`config.mk`:
```
export PLATFORM = sky130hd
export DESIGN_NAME = uart_rx_param
export DESIGN_NICKNAME = d
export VERILOG_FILES = /design/src/rtl/uart_pkg.sv /design/src/rtl/uart_rx_fifo.sv /design/src/rtl/uart_rx_param.sv
export SDC_FILE = /design/constraint.sdc
export NUM_CORES = 1
export LEC_CHECK = 0
export CAP_MARGIN = 20
export CORE_ASPECT_RATIO = 0.9
export CORE_MARGIN = 1
export CORE_UTILIZATION = 53
export CTS_BUF_LIST = sky130_fd_sc_hd__clkbuf_8 sky130_fd_sc_hd__clkbuf_16
export CTS_CLUSTER_SIZE = 12
export DETAILED_ROUTE_END_ITERATION = 8
export HOLD_SLACK_MARGIN = 0.02
export PLACE_DENSITY = 0.8
export SLEW_MARGIN = 25
export SYNTH_ARGS = -nofsm -noshare
export SYNTH_HDL_FRONTEND = slang
export SYNTH_SLANG_ARGS = --single-unit
```
`constraint.sdc`:
```
create_clock -name clk -period 2.68 [get_ports clk]
set_clock_uncertainty 0.05 [all_clocks]
set_input_delay 0.536 -clock clk [delete_from_list [all_inputs] [get_ports clk]]
set_output_delay 0.536 -clock clk [all_outputs]
set_load 0.005 [all_outputs]
```
`src/rtl/uart_pkg.sv`:
```
// Shared UART receiver types: FSM state encoding and bit-timing helper.
// Defining UART_RX_PARITY_EN adds the PARITY state to the encoding.
package uart_pkg;

`ifdef UART_RX_PARITY_EN
  typedef enum logic [2:0] {IDLE, START, DATA, PARITY, STOP} rx_state_t;
`else
  typedef enum logic [2:0] {IDLE, START, DATA, STOP} rx_state_t;
`endif

  // halfBit selects the mid-bit offset instead of the full bit period
  function automatic int unsigned calcBitTiming(input int unsigned clkHz,
                                                input int unsigned baud,
                                                input logic halfBit);
    int unsigned bitCyc;
    bitCyc = clkHz / baud;
    return halfBit ? bitCyc / 2 : bitCyc;
  endfunction

endpackage

```
`src/rtl/uart_rx_fifo.sv`:
```
// First-word-fall-through receive FIFO with occupancy count; full/empty decode from the count.
// A pop frees a slot for a write in the same cycle; a pop never takes an entry written that cycle.
module uart_rx_fifo #(
  parameter int WIDTH = 8,
  parameter int DEPTH = 4
) (
  input  logic                         clk,
  input  logic                         reset,
  input  logic                         wr_en_i,
  input  logic [WIDTH-1:0]             wr_data_i,
  input  logic                         rd_en_i,
  output logic [WIDTH-1:0]             rd_data_o,
  output logic                         empty_o,
  output logic                         full_o,
  output logic [$clog2(DEPTH+1)-1:0]   count_o
);

  localparam int PW = $clog2(DEPTH);
  localparam int CW = $clog2(DEPTH + 1);

  logic [WIDTH-1:0] mem_q [DEPTH];
  logic [PW-1:0]    wrPtr_q, rdPtr_q;
  logic [CW-1:0]    count_q;
  logic             push, pop;

  assign pop  = rd_en_i && (count_q != '0);
  assign push = wr_en_i && ((count_q != CW'(DEPTH)) || pop);

  always_ff @(posedge clk or negedge reset) begin
    if (!reset) begin
      for (int i = 0; i < DEPTH; i++) mem_q[i] <= '0;
      wrPtr_q <= '0;
      rdPtr_q <= '0;
      count_q <= '0;
    end else begin
      if (push) begin
        mem_q[wrPtr_q] <= wr_data_i;
        wrPtr_q        <= wrPtr_q + PW'(1);
      end
      if (pop) rdPtr_q <= rdPtr_q + PW'(1);
      count_q <= count_q + CW'(push) - CW'(pop);
    end
  end

  assign rd_data_o = mem_q[rdPtr_q];
  assign empty_o   = (count_q == '0);
  assign full_o    = (count_q == CW'(DEPTH));
  assign count_o   = count_q;

endmodule

```
`src/rtl/uart_rx_param.sv`:
```
// Parametrised UART receiver: 2-flop synchroniser, mid-bit sampling FSM and FWFT receive FIFO.
// Optional parity bit before stop when UART_RX_PARITY_EN is defined; otherwise parity_err is tied 0.
module uart_rx_param
  import uart_pkg::*;
#(
  parameter int unsigned CLK_HZ     = 50000000,
  parameter int unsigned BAUD       = 9600,
  parameter int          DATA_BITS  = 8,
  parameter int          FIFO_DEPTH = 4,
  parameter int          PARITY_ODD = 0
) (
  input  logic                                clk,
  input  logic                                reset,
  input  logic                                uart_rxd,
  input  logic                                rd_en,
  output logic [DATA_BITS-1:0]                rd_data,
  output logic                                empty,
  output logic                                full,
  output logic [$clog2(FIFO_DEPTH+1)-1:0]     count,
  output logic                                frame_err,
  output logic                                parity_err,
  output logic                                overrun
);

  localparam int unsigned BIT_CYC = calcBitTiming(CLK_HZ, BAUD, 1'b0);
  localparam int unsigned HALF    = calcBitTiming(CLK_HZ, BAUD, 1'b1);
  localparam int TW = $clog2(BIT_CYC + 1);
  localparam int BW = $clog2(DATA_BITS + 1);
  localparam logic [TW-1:0] BitLast  = TW'(BIT_CYC - 1);
  localparam logic [TW-1:0] HalfLast = TW'(HALF - 1);
  localparam logic [BW-1:0] BitsLast = BW'(DATA_BITS - 1);

  logic                 sync1_q, sync2_q;
  rx_state_t            state_q, state_d;
  logic [TW-1:0]        timer_q, timer_d;
  logic [BW-1:0]        bitCnt_q, bitCnt_d;
  logic [DATA_BITS-1:0] shift_q, shift_d;
  logic                 frameErr_q, frameErr_d;
  logic                 overrun_q, overrun_d;
  logic                 stopSample, parityOk, goodFrame, fifoWrEn;
`ifdef UART_RX_PARITY_EN
  logic                 parBit_q, parBit_d;
  logic                 parityErr_q, parityErr_d;
`endif

  // Idle-high reset value keeps a reset release from looking like a start edge
  always_ff @(posedge clk or negedge reset) begin
    if (!reset) begin
      sync1_q <= 1'b1;
      sync2_q <= 1'b1;
    end else begin
      sync1_q <= uart_rxd;
      sync2_q <= sync1_q;
    end
  end

  always_ff @(posedge clk or negedge reset) begin
    if (!reset) begin
      state_q    <= IDLE;
      timer_q    <= '0;
      bitCnt_q   <= '0;
      shift_q    <= '0;
      frameErr_q <= 1'b0;
      overrun_q  <= 1'b0;
`ifdef UART_RX_PARITY_EN
      parBit_q    <= 1'b0;
      parityErr_q <= 1'b0;
`endif
    end else begin
      state_q    <= state_d;
      timer_q    <= timer_d;
      bitCnt_q   <= bitCnt_d;
      shift_q    <= shift_d;
      frameErr_q <= frameErr_d;
      overrun_q  <= overrun_d;
`ifdef UART_RX_PARITY_EN
      parBit_q    <= parBit_d;
      parityErr_q <= parityErr_d;
`endif
    end
  end

  always_comb begin
    state_d  = state_q;
    timer_d  = timer_q + TW'(1);
    bitCnt_d = bitCnt_q;
    shift_d  = shift_q;
`ifdef UART_RX_PARITY_EN
    parBit_d = parBit_q;
`endif
    case (state_q)
      IDLE: begin
        timer_d = '0;
        if (!sync2_q) begin
          state_d  = START;
          bitCnt_d = '0;
        end
      end
      START: begin
        if (timer_q == HalfLast) begin
          timer_d = '0;
          state_d = sync2_q ? IDLE : DATA;
        end
      end
      DATA: begin
        if (timer_q == BitLast) begin
          timer_d  = '0;
          shift_d  = {sync2_q, shift_q[DATA_BITS-1:1]};
          bitCnt_d = bitCnt_q + BW'(1);
          if (bitCnt_q == BitsLast) begin
`ifdef UART_RX_PARITY_EN
            state_d = PARITY;
`else
            state_d = STOP;
`endif
          end
        end
      end
`ifdef UART_RX_PARITY_EN
      PARITY: begin
        if (timer_q == BitLast) begin
          timer_d  = '0;
          parBit_d = sync2_q;
          state_d  = STOP;
        end
      end
`endif
      STOP: begin
        if (timer_q == BitLast) begin
          timer_d = '0;
          state_d = IDLE;
        end
      end
      default: state_d = IDLE;
    endcase
  end

  // A pop in the stop-sample cycle frees the slot, so a full FIFO still accepts the frame
  always_comb begin
    stopSample = (state_q == STOP) && (timer_q == BitLast);
`ifdef UART_RX_PARITY_EN
    parityOk   = (parBit_q == ((^shift_q) ^ (PARITY_ODD != 0)));
`else
    parityOk   = 1'b1;
`endif
    goodFrame  = stopSample && sync2_q && parityOk;
    fifoWrEn   = goodFrame && (!full || rd_en);
    overrun_d  = goodFrame && full && !rd_en;
    frameErr_d = stopSample && !sync2_q;
`ifdef UART_RX_PARITY_EN
    parityErr_d = stopSample && sync2_q && !parityOk;
`endif
  end

  uart_rx_fifo #(
    .WIDTH (DATA_BITS),
    .DEPTH (FIFO_DEPTH)
  ) u_fifo (
    .clk       (clk),
    .reset     (reset),
    .wr_en_i   (fifoWrEn),
    .wr_data_i (shift_q),
    .rd_en_i   (rd_en),
    .rd_data_o (rd_data),
    .empty_o   (empty),
    .full_o    (full),
    .count_o   (count)
  );

  assign frame_err = frameErr_q;
  assign overrun   = overrun_q;
`ifdef UART_RX_PARITY_EN
  assign parity_err = parityErr_q;
`else
  assign parity_err = 1'b0;
`endif

endmodule

```
==> results.py, run 1 <==
metrics = {
    "layout": {
        "fin_area_um2": 3824,
        "syn_to_final_growth_pct": 15.76,
        "nets": 296,
        "drive_above_1_share_pct": 26.74,
        "final_cell_mix": "dfrtp_1 (68), mux2_2 (33), nor2_1 (20), clkdlybuf4s50_1 (17), inv_1 (14)",
        "final_common_cell": "dfrtp_1",
        "n_antenna_cell": 0,
    },
    "detailed_routing": {
        "via_per_inst": 5.701,
        "dr.pass1.iters": 4,
        "route.vias.total": 2041,
        "wl_mm": 5.687,
        "drt_first_iter_violations": 89,
        "route.detailed.drc": 0,
        "antenna_left": 0,
        "routedWlPerCell_um": 15.89,
    },
    "cts": {
        "postCtsHoldBufs": 0,
        "clock_path_buffers": 2,
        "ctsResizeCount": 0,
        "cts_root_buffer": "clkbuf_8",
        "postCtsSetupRepairBufs": 0,
        "htreeDepth": 3,
        "cts_sinks": 70,
        "cts_tree": "built",
        "cts_buffers": 9,
        "clkTransAtPathRegs_ns": 0.07,
        "clock_latency_ns": 0.34,
    },
    "setup_path": {
        "end_kind": "primary output",
        "arrival_ns": 1.92,
        "crit_type": "reg -> out",
        "worstPathMaxFanout": 10,
        "critPathRequiredTime_ns": 2.09,
        "start_kind": "flop",
    },
    "timing": {
        "hold_viol_final": 0,
        "setup_viol": 0,
        "drv_slew": 0,
        "post-route-min-period_ns": 2.501,
        "rsz0062_at_grt": "false",
        "fmax_ghz": 0.3998,
        "setup_tns_ns": 0,
        "min_period_over_period_pct": 93.34,
    },
    "place": {
        "gp_congestion": 0.7380,
        "hpwl_mm": 3.735,
        "numPortBuffers": 18,
        "place_area_um2": 3622,
    },
    "synthesis": {
        "syn_area_per_cell_um2": 13.00,
        "synth_edf_count": 0,
        "synth_nets": 267,
        "synth-simple-area-share_pct": 12.54,
        "ys_ff_latch": 70,
        "yosys.area_share.adder_pct": 3.636,
        "yosys.cell_types.count": 45,
        "yosysSeqAreaShare_pct": 53.11,
        "synthArstFlopShare_pct": 100.0,
        "yosysWarnings": 0,
        "synth_compound_area_share_pct": 2.576,
        "syn_area_um2": 3303,
        "synthCells": 254,
        "muxShareOfSynthArea_pct": 20.95,
        "synth_xor_area_share_pct": 4.242,
        "ys.flop_type": "dfrtp_1",
        "synth_top_family_by_area": "multiplexers",
    },
    "power": {
        "leakage_nw": 1.846,
        "cellPowerDensity_nw_per_um2": 614.1,
        "peakVddDrop_mv": 0.2847,
    },
    "hold_path": {
        "holdCritPathClass": "in -> async",
    },
    "floorplan": {
        "rows": 26,
        "start_util_pct": 56.41,
        "die_w_um": 85.22,
        "die_h_um": 76.90,
        "core_um2": 5856,
        "boundaryPins": 20,
        "fp.dieArea_um2": 6553,
    },
    "global_route": {
        "grt_max_degree": 71,
        "grt_pass1_wl_mm": 9.963,
        "antenna_found_initial": 0,
        "globalRouteOverflowTotal": 0,
        "grt_use_total_pct": 20.08,
        "grt_pass1_vias": 2027,
    },
    "status": {
        "outcome": "finished clean",
    },
    "job": {
        "cap_violations": 0,
    },
}
==> cell usage after synthesis (3+ instances only) <==
library cell  instances  area, um^2
inv_1                12       45.04
mux4_2                8       180.2
clkbuf_1              3       11.26
nor3_1                6       30.03
xnor2_1              13       113.9
nor2b_1               5       31.28
nor3b_1               3       22.52
mux2_4                8       120.1
mux2_2               33       371.6
xor2_1                3       26.28
nand2_1              12       45.04
buf_2                 3       15.01
ha_1                  8       100.1
nor4_1                3       18.77
nor2_1               20       75.07
dfrtp_1              68        1702
nand3_1               9       45.04
==> metrics by stage <==
stage               std cells  setup slack [ns]  hold WS, ns  util [%]  total power (W)
floorplan                 254            0.1818       0.1904         -         0.001370
global placement          342            0.1542       0.2981     61.86         0.001511
detailed placement        342            0.1155       0.2968     61.86         0.001527
CTS                       358            0.1542       0.1661     65.30         0.002372
global route              358            0.1083       0.1859     65.30         0.002470
finish                    358            0.1785       0.1597     65.30         0.002348
==> power breakdown <==
group / internal (W) / leakage [nW] / switching [W] / total (W)
Sequential: 0.00110 / 0.945 / 0.0000762 / 0.00118
Clock: 0.000473 / 0.108 / 0.000378 / 0.000851
Combinational: 0.000189 / 0.793 / 0.000132 / 0.000320
==> layout make-up <==
cell class | count | area, um^2
clock buffers | 11 | 151.4
clock inverters | 5 | 50.05
fillers | 421 | 2032
inverters | 12 | 45.04
multi-input cells | 163 | 1455
flip-flops and latches | 70 | 1754
well taps | 70 | 87.58
repair buffers | 27 | 280.3
==> cell families after synthesis <==
family	count (synthesis)
xor gates and xnor gates	16
AOI/OAI and AO/OA	11
DFF	70
adders and majority gates	9
muxes	51
other	1
buffers and inverters	21
and+or+nand+nor	75
==> final timing paths <==
| check | startpoint | end | slack [ns] | cells past startpoint |
|---|---|---|---|---|
| min reg2reg | sync1_q | sync2_q | 0.31 | 0 |
| min in group clk | sync1_q | sync2_q | 0.31 | 0 |
| max reg2reg | timer_q[0] | u_fifo.count_o[2] | 0.33 | 10 |
| max | u_fifo.rdPtr_q[0] | rd_data[5] | 0.18 | 3 |
| max in group asynchronous | reset | sync1_q | 2.10 | 2 |
| min | reset | timer_q[9] | 0.16 | 2 |
==> flip-flops by register name, summed over array words and instances, names as in the netlist <==
name and count:
u_fifo.mem_q 32, timer_q 13, shift_q 8, bitCnt_q 4, u_fifo.count_o 3, state_q 2
u_fifo.rdPtr_q 2, u_fifo.wrPtr_q 2, frame_err 1, overrun 1, sync1_q 1, sync2_q 1
==> critical path: stages, from the launching register on <==
cell and delay (ns):
dfrtp_1 0.34, buf_4 0.23, mux4_2 0.55, clkdlybuf4s50_1 0.46
==> per-layer routing <==
layer	global-route usage [%]	part of all wire [%]
met2	29.76	48
met4	6.780	0.97
met1	28.14	47
met3	6.243	4.4
met5	0	0
Note: power is estimated with default switching activity, not from simulation.
==> run 2, diff against run 1 <==
- REMOVE_ABC_BUFFERS: default -> 1
==> run 2 against run 1 <==
  * Highest routed layer unchanged
  * Setup slack better by 0.032 ns
  * Cell area is 0.46% higher
  * Sequential share of layout area is 0.21 points lower
  * Power is 4.0% higher
  * Register-to-register slack hardly changed
  * Critical path type unchanged
  * Clock-buffer cell count is 2 lower
==> results.py, run 2 (synthesized netlist as in run 1, its figures left out) <==
metrics = {
    "cts": {
        "htreeDepth": 3,
        "cts_root_buffer": "clkbuf_8",
        "cts_tree": "built",
        "cts_buffers": 9,
        "clock_latency_ns": 0.34,
        "clock_path_buffers": 2,
        "postCtsSetupRepairBufs": 0,
        "cts_sinks": 70,
        "clkTransAtPathRegs_ns": 0.07,
        "postCtsHoldBufs": 0,
        "ctsResizeCount": 0,
    },
    "floorplan": {
        "rows": 26,
        "start_util_pct": 56.41,
        "fp.dieArea_um2": 6553,
        "core_um2": 5856,
        "die_h_um": 76.90,
        "die_w_um": 85.22,
        "boundaryPins": 20,
    },
    "power": {
        "p_switching_w": 0.0006207,
        "intPower_w": 0.001822,
        "leakage_nw": 1.850,
        "power_frac_seq_pct": 48.1,
        "pwr-share-clk_pct": 38.2,
        "swShare_pct": 25.41,
        "peakVddDrop_mv": 0.5380,
        "p_comb_share_pct": 13.7,
        "cellPowerDensity_nw_per_um2": 635.9,
    },
    "place": {
        "place_area_um2": 3620,
        "hpwl_mm": 3.902,
        "post-place-ws_ns": 0.02784,
        "numPortBuffers": 18,
        "gp_congestion": 0.8186,
    },
    "setup_path": {
        "max_stage_delay_ns": 0.52,
        "end_kind": "primary output",
        "worstPathMaxFanout": 10,
        "arrival_ns": 1.88,
        "critPathRequiredTime_ns": 2.09,
        "worstPathCellList": "buf_4, mux4_2, clkdlybuf4s50_1",
        "start_kind": "flop",
        "crit_type": "reg -> out",
        "crit_slowest_cell": "mux4_2",
    },
    "status": {
        "outcome": "finished clean",
    },
    "timing": {
        "tightestPinTransition_ns": 0.5028,
        "hold_viol_final": 0,
        "post-route-min-period_ns": 2.470,
        "rsz0062_at_grt": "false",
        "drv_slew": 0,
        "min_period_over_period_pct": 92.16,
        "worst_slack_ns": 0.2102,
        "fmax_ghz": 0.4049,
        "setup_viol": 0,
        "setup_tns_ns": 0,
        "timing.slew.headroom_pct": 66.48,
    },
    "hold_path": {
        "holdCritPathClass": "in -> async",
    },
    "global_route": {
        "grt_max_degree": 51,
        "grt_pass1_vias": 2119,
        "globalRouteOverflowTotal": 0,
        "grt_pass1_wl_mm": 10.65,
        "antenna_found_initial": 0,
        "grt_use_total_pct": 21.29,
    },
    "detailed_routing": {
        "route.detailed.drc": 0,
        "dr.pass1.iters": 4,
        "via_per_inst": 5.684,
        "route.vias.total": 2052,
        "routedWlPerCell_um": 16.35,
        "antenna_left": 0,
        "drt_first_iter_violations": 128,
        "wl_mm": 5.902,
    },
    "layout": {
        "max_flop_register": "u_fifo.mem_q",
        "largestRegisters": "u_fifo.mem_q (32), timer_q (13), shift_q (8)",
        "drive_above_1_share_pct": 27.84,
        "nets": 299,
        "regArea_um2": 1754,
        "largest_reg_flops": 32,
        "final_common_cell": "dfrtp_1",
        "utilization_pct": 65.60,
        "syn_to_final_growth_pct": 16.29,
        "fin_area_um2": 3841,
        "n_antenna_cell": 0,
        "final_cell_mix": "dfrtp_1 (68), mux2_2 (33), nor2_1 (20), clkdlybuf4s50_1 (17)",
        "multi_input_area_um2": 1455,
        "fillerInstances": 427,
    },
    "job": {
        "cap_violations": 0,
    },
}
## run 2: cell count changes in the layout (fill, tap and decap cells not counted), moves of 2 or more
cell	previous run	this run
buf_4	6	11
buf_12	3	1
clkbuf_8	11	9
inv_6	0	2
## run 2: routing by layer
layer  part of all wire, %  wire (um)  track usage (%)  vias to the layer above
li1                      -          -                -                      964
met3                   3.6        215            5.705                        9
met5                     0          0                0                        -
met4                   1.2         68            8.136                        0
met2                    43       2562            30.56                       46
met1                    52       3056            31.02                     1033
## run 2: final timing paths
| kind | start | to | slack (ns) | cells after the start |
|---|---|---|---|---|
| max in group asynchronous | reset | u_fifo.mem_q[13] | 1.84 | 2 |
| hold reg to reg | sync1_q | sync2_q | 0.31 | 0 |
| setup / recovery | u_fifo.rdPtr_q[0] | rd_data[5] | 0.21 | 3 |
| min in group clk | sync1_q | sync2_q | 0.31 | 0 |
| hold / removal | reset | timer_q[8] | 0.11 | 1 |
| setup reg to reg | timer_q[0] | u_fifo.mem_q[27] | 0.33 | 6 |
## run 2: area by class of cell
type / instances / area share, %
Tap cell: 70 / 2.280
Inverter: 12 / 1.173
Sequential cell: 70 / 45.67
Clock inverter: 7 / 2.541
Multi-Input combinational cell: 163 / 37.88
Clock buffer: 9 / 3.225
Timing Repair Buffer: 30 / 7.231
## run 2: power groups by stage
stage	clock network [W]	registers, W	logic (W)
floorplan	0	0.00121	0.000154
global placement	0	0.00119	0.000327
detailed placement	0	0.00119	0.000342
CTS	0.000953	0.00117	0.000343
global route	0.00100	0.00118	0.000368
finish	0.000933	0.00117	0.000335
## run 2: critical path: cells and delay by family (launching register included)
kind	cells	cell delay, ns
buffers and inverters	2	0.70
flip-flops	1	0.32
multiplexers	1	0.52
## run 2: metrics by stage
stage	hold WS, ns	total power, W	std cells
CTS	0.1112	0.002470	361
global placement	0.2966	0.001521	345
detailed placement	0.2975	0.001534	345
global route	0.1371	0.002554	361
finish	0.1075	0.002443	361
floorplan	0.1904	0.001360	245
